**src/rtl/lsu_pkg.sv**
```systemverilog
// lsu_pkg: shared FSM state type, funct3 encodings and access-size helpers for the load/store unit
package lsu_pkg;
   typedef enum logic [1:0] {IDLE, BUSY, DONE} lsu_state_t;
   localparam logic [2:0] F3_B  = 3'b000;
   localparam logic [2:0] F3_H  = 3'b001;
   localparam logic [2:0] F3_W  = 3'b010;
   localparam logic [2:0] F3_BU = 3'b100;
   localparam logic [2:0] F3_HU = 3'b101;
   // any funct3 that is neither a byte nor a half access behaves as a word access
   function automatic logic is_byte(logic [2:0] f3);
      return f3 == F3_B || f3 == F3_BU;
   endfunction
   function automatic logic is_half(logic [2:0] f3);
      return f3 == F3_H || f3 == F3_HU;
   endfunction
   function automatic logic [3:0] be_for(logic [2:0] funct3, logic [1:0] addr_lo);
      return is_byte(funct3) ? 4'b0001 << addr_lo : is_half(funct3) ? 4'b0011 << addr_lo : 4'b1111;
   endfunction
endpackage

```
**src/rtl/load_align.sv**
```systemverilog
// load_align: picks the byte/half/word out of a bus read word and sign- or zero-extends it
//   rdata   in  32  word read from the bus
//   addr_lo in  2   byte offset of the access within the word
//   funct3  in  3   access size and sign (bit 2 set = zero-extend)
//   data    out 32  extended load value
module load_align
   import lsu_pkg::*;
(
   input  logic [31:0] rdata,
   input  logic [1:0]  addr_lo,
   input  logic [2:0]  funct3,
   output logic [31:0] data
);
   logic [7:0]  b;
   logic [15:0] h;
   assign b = 8'(rdata >> {addr_lo, 3'b000});
   assign h = addr_lo[1] ? rdata[31:16] : rdata[15:0];
   assign data = is_byte(funct3) ? {{24{~funct3[2] & b[7]}}, b} :
                 is_half(funct3) ? {{16{~funct3[2] & h[15]}}, h} : rdata;
endmodule

```
**src/rtl/load_store_unit.sv**
```systemverilog
// load_store_unit: turns core loads/stores into word-aligned bus transactions and stalls until ack
//   clk, reset            clock, synchronous active-high reset
//   MemRead, MemWrite     load / store request (both high = store)
//   funct3, Addr          access size/sign and byte address
//   StoreData             store value (rs2)
//   MemData               registered extended load result
//   Stall                 holds the pipeline while an access is in flight
//   MisalignedErr, BusErr one-cycle error pulses (misaligned access, bus timeout)
//   bus_*                 request/response handshake towards RAM and UART
module load_store_unit
   import lsu_pkg::*;
#(
   parameter int TIMEOUT_CYCLES = 255
) (
   input  logic        clk,
   input  logic        reset,
   input  logic        MemRead,
   input  logic        MemWrite,
   input  logic [2:0]  funct3,
   input  logic [31:0] Addr,
   input  logic [31:0] StoreData,
   output logic [31:0] MemData,
   output logic        Stall,
   output logic        MisalignedErr,
   output logic        BusErr,
   output logic        bus_req,
   output logic        bus_we,
   output logic [31:0] bus_addr,
   output logic [3:0]  bus_be,
   output logic [31:0] bus_wdata,
   input  logic        bus_ack,
   input  logic [31:0] bus_rdata
);
   lsu_state_t  state_q, state_d;
   logic        we_q, err_q;
   logic [31:0] addr_q, wdata_q, md_q, cnt_q, ld_data, wdata_d;
   logic [3:0]  be_q;
   logic [2:0]  f3_q;
   logic [1:0]  lo_q;
   logic        req, mis, tmo;
   assign req = MemRead | MemWrite;
   assign mis = is_half(funct3) ? Addr[0] : !is_byte(funct3) && Addr[1:0] != 2'b00;
   // an ack in the same cycle as the limit is a normal completion, so it masks the abort
   assign tmo = TIMEOUT_CYCLES != 0 && cnt_q == 32'(TIMEOUT_CYCLES - 1) && !bus_ack;
   assign wdata_d = is_byte(funct3) ? {4{StoreData[7:0]}} :
                    is_half(funct3) ? {2{StoreData[15:0]}} : StoreData;
   always_comb begin
      state_d       = state_q;
      Stall         = 1'b0;
      MisalignedErr = 1'b0;
      if (state_q == IDLE) begin
         state_d       = req && !mis ? BUSY : IDLE;
         Stall         = req && !mis;
         MisalignedErr = req && mis;
      end else if (state_q == BUSY) begin
         state_d = bus_ack || tmo ? DONE : BUSY;
         Stall   = 1'b1;
      end else begin
         state_d = IDLE;
      end
   end
   always_ff @(posedge clk) begin
      if (reset) begin
         state_q <= IDLE;
         we_q    <= 1'b0;
         err_q   <= 1'b0;
         addr_q  <= '0;
         wdata_q <= '0;
         be_q    <= '0;
         f3_q    <= '0;
         lo_q    <= '0;
         md_q    <= '0;
         cnt_q   <= '0;
      end else begin
         state_q <= state_d;
         err_q   <= state_q == BUSY && tmo;
         if (state_q == IDLE && state_d == BUSY) begin
            we_q    <= MemWrite;
            addr_q  <= {Addr[31:2], 2'b00};
            be_q    <= be_for(funct3, Addr[1:0]);
            wdata_q <= wdata_d;
            f3_q    <= funct3;
            lo_q    <= Addr[1:0];
            cnt_q   <= '0;
         end else if (state_q == BUSY && !bus_ack) begin
            cnt_q <= cnt_q + 32'd1;
         end
         if (state_q == BUSY && bus_ack && !we_q) md_q <= ld_data;
         else if (state_q == BUSY && tmo) md_q <= '0;
      end
   end
   load_align u_align (
      .rdata  (bus_rdata),
      .addr_lo(lo_q),
      .funct3 (f3_q),
      .data   (ld_data)
   );
   assign MemData   = md_q;
   assign BusErr    = err_q;
   assign bus_req   = state_q == BUSY;
   assign bus_we    = we_q;
   assign bus_addr  = addr_q;
   assign bus_be    = be_q;
   assign bus_wdata = wdata_q;
endmodule

```
**config.mk**
```make
export PLATFORM = sky130hd
export DESIGN_NAME = load_store_unit
export DESIGN_NICKNAME = d
export VERILOG_FILES = /design/src/rtl/lsu_pkg.sv /design/src/rtl/load_align.sv /design/src/rtl/load_store_unit.sv
export SDC_FILE = /design/constraint.sdc
export NUM_CORES = 1
export LEC_CHECK = 0
export ABC_AREA = 0
export ABC_CLOCK_PERIOD_IN_PS = 2180
export BUFFER_PORTS_ARGS = -buffer_cell sky130_fd_sc_hd__buf_2
export CAP_MARGIN = 20
export CELL_PAD_IN_SITES_DETAIL_PLACEMENT = 0
export CELL_PAD_IN_SITES_GLOBAL_PLACEMENT = 1
export CORE_ASPECT_RATIO = 1.25
export CORE_MARGIN = 5
export CORE_UTILIZATION = 25
export DETAILED_ROUTE_END_ITERATION = 10
export PLACE_DENSITY = 0.67
export SETUP_SLACK_MARGIN = 0.1
export SLEW_MARGIN = 25
export SYNTH_ARGS = -nofsm -noshare
export SYNTH_HDL_FRONTEND = slang
export SYNTH_SLANG_ARGS = --single-unit
```
**constraint.sdc**
```tcl
create_clock -name clk -period 2.18 [get_ports clk]
set_input_delay 0.327 -clock clk [delete_from_list [all_inputs] [get_ports clk]]
set_output_delay 0.327 -clock clk [all_outputs]
set_load 0.01 [all_outputs]
```
# Word-level counts from Yosys, hierarchy flattened
# Cells that the tools add are included.
# totals
ff_bits,139
latch_bits,0
mem_bits_rw,0
romBits,0
input_bits,104
output_inout_bits,105
elab_cells,68
memories,0
# classes
n_addsub,1
mul,0
n_div,0
order_cmp,0
eq_ne,9
shift,3
n_mux,17
bitwise_logic,4
n_reduce_logical,24
# ops
cell,n
2-to-1 mux 32 bit,6
adder 32 x 1 -> 32 bit (second input constant),1
== test 32 x 8 -> 1 bit (second input constant),1
right shift 32 x 5 -> 8 bit,1
2-to-1 mux 16 bit,1
== test 3 bit (second input constant),4
logical AND 1 bit,9
2-to-1 mux 4 bit,2
== test 3 x 1 -> 1 bit (second input constant),2
logical NOT 3 bit,2
2-to-1 mux 2 bit,3
logical OR 1 bit,5
2-to-1 mux 1 bit,5
== test 2 x 1 -> 1 bit (second input constant),2
logical NOT 1 bit,4
nonzero test 2 bit,2
<< shifter 1 x 2 -> 4 bit (first input constant),1
<< shifter 2 x 2 -> 4 bit (first input constant),1
AND 1 bit,2
logical NOT 2 bit,1
OR reduction 2 bit,1
NOT 1 bit,1
OR 1 bit,1

# Depth between registers and ports, before layout
# Gate-level depths: netlist of run 1.
# depth
word_depth,12
depth_mapped,9
mapped_depth_nobuf,7

# Hierarchy
# From an unflattened synthesis of run 1, not the netlist that was laid out.
# hier_totals
hier_cells,777
area_unflattened_um2,6443.7
# by_module_without_submodules
mod,instances,cells_each,area_per_inst_um2,seq_area_each_um2
load_store_unit,1,657,5720.5,2782.7
load_align,1,120,723.2,0.0

# Worst setup path after synthesis of run 1
# OpenSTA, ideal clock, no wires.
# synth_path
path_type,flip-flop to flip-flop
startpoint,reg lo_q[1]
endpoint,reg md_q[22] (netlist: MemData[22])
setup_ns,0.117
arrival_ns,1.723
required_ns,2.063
path_slack_ns,0.340
path_stages_with_launch,8
path_buffers,2
period_less_slack_ns,1.840
cell_sequence,dfxtp_1 > buf_2 > mux4_2 > a21oi_2 > nor2_4 > o31a_2 > buf_4 > a22o_1
# synth_between
elab_chain_cells,5
elab_cells_between_ends,7
classes_between,shift (1); mux (4); bitwise (2)
# synth_rtl
item,line_no,rtl
from (decl),load_store_unit.sv:39,logic [1:0] lo_q;
from (signal assigned),load_store_unit.sv:83,lo_q <= Addr[1:0];
"parallel branches: the longest is 3 deep, another holds right shift 32 x 5 -> 8 bit",-,
2-to-1 mux 32 bit *,load_align.sv:18,"assign data = is_byte(funct3) ? {{24{~funct3[2] & b[7]}}, b} :"
2-to-1 mux 32 bit *,load_store_unit.sv:88,if (state_q == BUSY && bus_ack && !we_q) md_q <= ld_data;
to (signal assigned),load_store_unit.sv:88,
to (decl),load_store_unit.sv:36,"logic [31:0] addr_q, wdata_q, md_q, cnt_q, ld_data, wdata_d;"
# Mark *: on every way between the ends.
# A chain may end at the register's enable or synchronous reset.

# Worst setup path in the final report of run 1
# layout_path
startpoint,reg state_q[0]
endpoint,reg cnt_q[21]
# layout_between
elab_chain_cells,6
elab_cells_between_ends,8
classes_between,eq/ne (2); mux (2); reduce/logical (4)
# layout_rtl
item,line_no,rtl
from (decl),load_store_unit.sv:34,"lsu_state_t state_q, state_d;"
from (signal assigned),load_store_unit.sv:75,state_q <= state_d;
== test 2 x 1 -> 1 bit,"load_store_unit.sv:55, load_store_unit.sv:85",
2-to-1 mux 2 bit,load_store_unit.sv:55,end else if (state_q == BUSY) begin
2-to-1 mux 2 bit,load_store_unit.sv:51,if (state_q == IDLE) begin
== test 2 x 1 -> 1 bit,load_store_unit.sv:77,if (state_q == IDLE && state_d == BUSY) begin
logical AND 1 bit,load_store_unit.sv:77,
OR reduction 2 bit (no source line),-,
to (signal assigned),load_store_unit.sv:86,cnt_q <= cnt_q + 32'd1;
to (decl),load_store_unit.sv:36,
# Parallel ways exist; a longest one is shown, timed or not.

==> impl_results.md, run 1 <==
* Outcome: finished clean
* Die H at 189 um
* Cells after Synth at 739
* Top_reg_cell synth: dfxtp_1
* Most used routing layer: met2
* GP Congestion at 0.776
* Cell Area, Synth at ~6400 sq um
* Avg WL per Cell at 15.9 um
* Io pins at 209
* N_diodes at 0
* H-tree levels at 4
* Period utilization at 0.890
* Met1 Track Usage GR at 0.170
* CP peak stage delay at 500 ps
* Post-layout nets at 1050
* CP startpoint kind: flop
* Antenna violations before repair at 2
* Crit Path Max Fanout at 6
* Share of post-route cells with drive strength above 1 at 0.316
* Final Hold Fails at 0
* Number of vias per cell at 4.63
* Leak at 3.58 nW
* # clock sinks at 139
* Commonest non-fill, non-tap cell in the layout: buf_2
* RSZ-0062 raised after global routing: yes
* Die W at 153 um
* Longest Clk Path Bufs at 2
* Critical path class: reg2reg
* CP Cell Sequence: or3b_1, buf_4, nor3_2, nand4_1, xor2_1, nor2_1
* M3 GR Usage at 0.0460
* Final Skew at between 15 and 20 ps
* Placed cells at roughly 1300
* Clk root buf: clkbuf_16
* Pin count of the biggest net entering global routing at 54
* Worst skew pair latency at 420 ps
* Register-to-Register Path Depth at 6
* Final WL at 20.4 mm
* Slew @ Worst Pin at 646 ps
* Mapped Avg Cell Area at 8.69 sq um
* Hold_ws at roughly 150 ps
* Post-layout util at 0.333
* CTS tree: done
* Hpwl dp at 15.1 mm
* Starting Density at 0.254
* #FFs+latches synth at 139
* DRT iter0 DRCs at 209
* Min cycle time layout at between 1500 and 2000 ps
* Hold Path Class: in2reg
* Post-CTS Resized at 0
* Synthesis-to-layout area growth at 31.2%
* Relative slew slack at 0.566
* Port Buffer Count at 206
* Post-route insts no fill at roughly 1300
* Post-CTS Setup Bufs at 0
* Hold-fix buffers at CTS at 0
* GRT overflow at 0
* WHS Path Cells at 3
* Most frequent cells in the layout: buf_2, dfxtp_1, nand2_1
* CP Capture Type: flop
* CTS buffer count at 17
* Drc violations at 0
* First-pass GRT wire length at 32.6 mm
* Power Dens Cells at around 770 nW/um^2
* Site Rows at 65
* Max-slew violations at 0
* Setup TNS Final at 0 ps
* Placed instance area at between 7000 and 8000 sq um
* Register Area at 2780 sq um
* Slowest cell on the critical path: or3b_1
* Req. time, crit path at 2470 ps
* Yosys cell types at 51
* Pre-Repair DR Iteration Count at 4
* Multi-input logic area at between 3000 and 4000 sq um
* Number of synthesized flops with an enable pin at 0
* Total die area at 29000 sq um
* Final-report setup violation count at 0
* Yosys warnings at 0
* Max IR drop VDD at ~0.50 mV
* Total track usage at 0.138
* Register area share after synthesis at 0.433
* Met2 usage at 0.235
* Vias in the first global route at 5882
* Core Footprint at 25300 sq um
* Max Freq at roughly 0.52 GHz
* Ys async rst share at 0
* Fillcell total at 2643
* DRT antenna net count at 0
* Via Count at 5958
* Max-cap violations at 0
* Reg clk slew, reported paths at 70 ps
* Design Area, Final at 8420 sq um
* Critical Path AT at 2230 ps
## worst max-delay path: cells and delay by family (launching register included)
kind / cells / cell delay, ps
flip-flops: 1 / 380
buffers and inverters: 1 / 210
AND/OR/NAND/NOR: 4 / 1070
XOR/XNOR: 1 / 160
## cell families (layout without fill, tap and decap cells)
family / count (synthesis) / after routing / share of synthesized area
and+or+nand+nor: 298 / 298 / 0.229
AOI/OAI and AO/OA: 163 / 163 / 0.171
DFF: 139 / 139 / 0.433
other: 1 / 2 / 0.000584
buffers and inverters: 74 / 287 / 0.0540
adders and majority gates: 6 / 6 / 0.0117
xor gates and xnor gates: 30 / 30 / 0.0409
muxes: 28 / 28 / 0.0594
## registers in the layout, summed over array words and instances, names as in the netlist
register	flops
bus_be	4
bus_addr	30
MemData	32
cnt_q	32
bus_wdata	32
bus_we	1
lo_q	2
BusErr	1
state_q	2
f3_q	3
## layout make-up
type,instances,share of cell area
multi-input combinational,527,0.392
sequential,139,0.330
timing repair buffer,237,0.154
clock buffer,20,0.0530
tap,335,0.0498
clock inverter,12,0.0123
inverter,18,0.00802
## synthesized netlist by cell type (all sizes together) (9+ instances only)
cell | instances | area (sq um)
dfxtp | 139 | 2780
nand2 | 127 | 477
nor2 | 71 | 284
a21oi | 63 | 319
buf | 29 | 178
clkbuf | 27 | 101
a22o | 24 | 210
nand2b | 20 | 125
mux2i | 19 | 190
xor2 | 19 | 166
inv | 18 | 67.6
o22ai | 17 | 106
nor4 | 15 | 158
nand3 | 14 | 70.1
nand4 | 14 | 103
a311oi | 11 | 96.3
xnor2 | 11 | 96.3
nor2b | 10 | 62.6
nor3 | 10 | 60.1
o21ai | 10 | 50.1
a211oi | 9 | 67.6
## worst paths after layout
check | from | to | slack (ps)
worst min register to register | bus_wdata[6] | bus_wdata[6] | 450
worst max-delay path | state_q[0] | cnt_q[21] | 240
worst min-delay path | Addr[30] | bus_addr[30] | 150
worst max register to register | state_q[0] | cnt_q[21] | 240
## report_power, final
group          switching (mW)  leakage [nW]  internal [mW]  total [mW]
Combinational           0.582          2.19          0.419        1.00
Sequential             0.0724          1.13           2.68        2.75
Clock                    1.21         0.261           1.52        2.73
Total                    1.86          3.58           4.62        6.48
## through the flow
step / setup WS, ps / power, mW
6_report: 239 / 6.48
5_1_grt: 96.4 / 6.81
4_1_cts: 114 / 6.62
3_5_place_dp: 182 / 3.83
3_3_place_gp: 164 / 3.82
2_1_floorplan: 340 / 3.38
## routing by layer
metal | part of all wire | up-vias
met5 | 0 | -
met4 | 0.0085 | 0
met3 | 0.070 | 16
met2 | 0.49 | 163
met1 | 0.43 | 2782
li1 | - | 2997
No activity file was read; power rests on OpenSTA's default activity.
==> run 2: changes to the inputs <==
- ABC_AREA: 0 -> 1
- PLACE_DENSITY: 0.67 -> 0.68
==> run 2 against run 1 <==
- final area up 4.4%
- sequential share of layout area down 1.4 points
- total power up 9.8%
- critical endpoint is now Stall
- largest cell class unchanged
==> impl_results.md, run 2 <==
* Outcome: finished clean
* CP startpoint kind: flop
* Starting Density at 0.255
* Sequential Power Share at 0.396
* Die H at 195 um
* M1 wire length at 9.75 mm
* Setup crit end: Stall
* Port Buffer Count at between 200 and 250
* Commonest non-fill, non-tap cell in the layout: buf_2
* Hold Path Class: in2reg
* Reg2Reg Launch Point: state_q[0]
* Met2 wire length at 11.3 mm
* Yosys cell types at 40
* #FFs+latches synth at 139
* Power Dens Cells at 809 nW/um^2
* Total track usage at 0.151
* CTS tree: done
* Min cycle time layout at about 1900 ps
* Reg clk slew, reported paths at about 60 ps
* Commonest cells in the netlist: nand2_1, nor2_1, dfxtp_1
* Wire length on met3 at between 1.5 and 2 mm
* Mapped Avg Cell Area at around 7 sq um
* Req. time, crit path at 1850 ps
* Antenna violations before repair at 6
* Yosys warnings at 0
* Max IR drop VDD at 0.559 mV
* Die W at 158 um
* Site Rows at 67
* Final-report setup violation count at 0
* Ys async rst share at 0
* First-pass GRT wire length at between 30 and 40 mm
* Int Power at 5.10 mW
* Vias in the first global route at 7010
* Setup TNS Final at 0 ps
* R2r endpoint: f3_q[1]
* Max Freq at around 0.52 GHz
* Leak at 4.05 nW
* Clock share of power at 0.442
* # clock sinks at 139
* Clk root buf: clkbuf_16
* Final Skew at 8.64 ps
* Max-slew violations at 0
* Top_reg_cell synth: dfxtp_1
* Io pins at 209
* GP Congestion at 0.821
* P_sw at between 2 and 2.5 mW
* DRT antenna net count at 0
* Avg WL per Cell at 15.2 um
* H-tree levels at 4
* Share of post-route cells with drive strength above 1 at 0.254
* Top cells by area, synth: dfxtp_1, nand2_1, nor2_1, nand3_1, o21ai_0
* Cells after Synth at 979
* Number of vias per cell at between 4 and 5
* Drc violations at 0
* Gate power share at 0.162
* Post-layout nets at 1282
* Hold-fix buffers at CTS at 0
* RSZ-0062 raised after global routing: no
* WHS Path Cells at 3
* Total die area at a little over 30000 sq um
* Via Count at 6982
* Crit path from: state_q[1]
* CP Capture Type: primary output
* Critical Path AT at 1580 ps
* Post-CTS Setup Bufs at 0
* Synthesis-to-layout area growth at 28.4%
* Switch share at 0.284
* Crit Path Max Fanout at 15
* CTS buffer count at 17
* Register-to-Register Path Depth at 7
* GRT overflow at 0
* Pre-Repair DR Iteration Count at 5
* Max-cap violations at 0
* Period utilization at 0.875
* Longest Clk Path Bufs at 2
* Final WL at ~23 mm
* Hpwl dp at roughly 18 mm
* Final Hold Fails at 0
* Yosys top cell area share at 0.406
* Core Footprint at 26900 sq um
* Worst reg2reg setup slack at 470 ps
* Critical path class: reg2out
* Pin count of the biggest net entering global routing at 95
* Cell Area, Synth at just under 7000 sq um
* Worst skew pair latency at 430 ps
* Post-synth top area cell: dfxtp_1
* Number of synthesized flops with an enable pin at 0
* DRT iter0 DRCs at 352
* Top routing layer used: met5
* Hold_ws at 117 ps
* Register area share after synthesis at 0.406
* Most frequent cells in the layout: buf_2, nand2_1, nor2_1
* Dominant cell by count in the synthesized netlist: nand2_1
[run 2: cell count changes in the layout (fill, tap and decap cells not counted), moves of 11 or more]
cell	previous run	this run
nand3_1	14	105
o21ai_0	10	97
nor2_1	66	148
inv_1	18	79
nand2_1	126	169
a21oi_1	62	86
a22o_1	24	0
nand2b_1	20	0
mux2i_1	19	0
o22ai_1	17	0
xor2_1	19	2
a31oi_1	0	16
a311oi_1	11	0
[run 2: logic make-up after synthesis]
group / Yosys count / synth area share
AND/OR/NAND/NOR: 470 / 0.308
flip-flops: 139 / 0.406
other: 1 / 0.000547
buffers and inverters: 142 / 0.102
adder cells (fa/ha/maj): 6 / 0.0110
AO/OA/AOI/OAI: 218 / 0.168
XOR/XNOR: 3 / 0.00384
[run 2: cell type report]
class	count	area, sq um
sequential	139	2780
timing repair buffer	228	1230
inverter	87	329
clock inverter	13	190
antenna	2	5.00
clock buffer	19	443
tap	345	432
fill	2969	18100
multi-input combinational	699	3380
[run 2: stage by stage]
| step | cell area (sq um) | power [mW] | setup slack [ps] | util | std cells |
|---|---|---|---|---|---|
| floorplan | 6850 | 3.58 | 549 | - | 980 |
| global placement | 8150 | 4.04 | 195 | 0.303 | 1498 |
| detailed placement | 8150 | 4.04 | 184 | 0.303 | 1498 |
| CTS | 8790 | 7.25 | 113 | 0.327 | 1530 |
| global route | 8790 | 7.49 | 157 | 0.327 | 1532 |
| finish | 8790 | 7.12 | 272 | 0.327 | 1532 |
[run 2: worst min path at each step]
stage | startpoint | slack (ps) | end
finish | Addr[23] | 120 | bus_addr[23]
CTS | Addr[3] | 90 | bus_addr[3]
global route | Addr[13] | 110 | bus_addr[13]
detailed placement | bus_be[3] | 450 | bus_be[3]
floorplan | cnt_q[18] | 450 | cnt_q[18]
global placement | bus_be[2] | 440 | bus_be[2]
[run 2: critical path, stage by stage (launching register included)]
cell and delay [ps]:
dfxtp_1 450, nor2_4 70, o21ai_2 150, nor2_8 80, inv_4 180, nand2_1 70, buf_2 140
[run 2: metal layers]
metal  up-vias  GRT usage
li1       3605          -
met1      3124      0.181
met2       201      0.251
met3        44     0.0456
met4         8     0.0629
met5         -          0
[run 2: timing repair]
item,in CTS,in global routing
cloned,0,0
setup endpoints to repair,1,1
hold endpoints to repair,0,0
resized for setup,2,2
[run 2: power groups by stage]
| stage | logic (mW) | clock network, mW | registers (mW) |
|---|---|---|---|
| after global placement | 1.16 | 0 | 2.87 |
| after detailed placement | 1.17 | 0 | 2.87 |
| after floorplan | 0.655 | 0 | 2.93 |
| after CTS | 1.17 | 3.25 | 2.82 |
| final | 1.15 | 3.15 | 2.82 |
| after global routing | 1.30 | 3.35 | 2.84 |
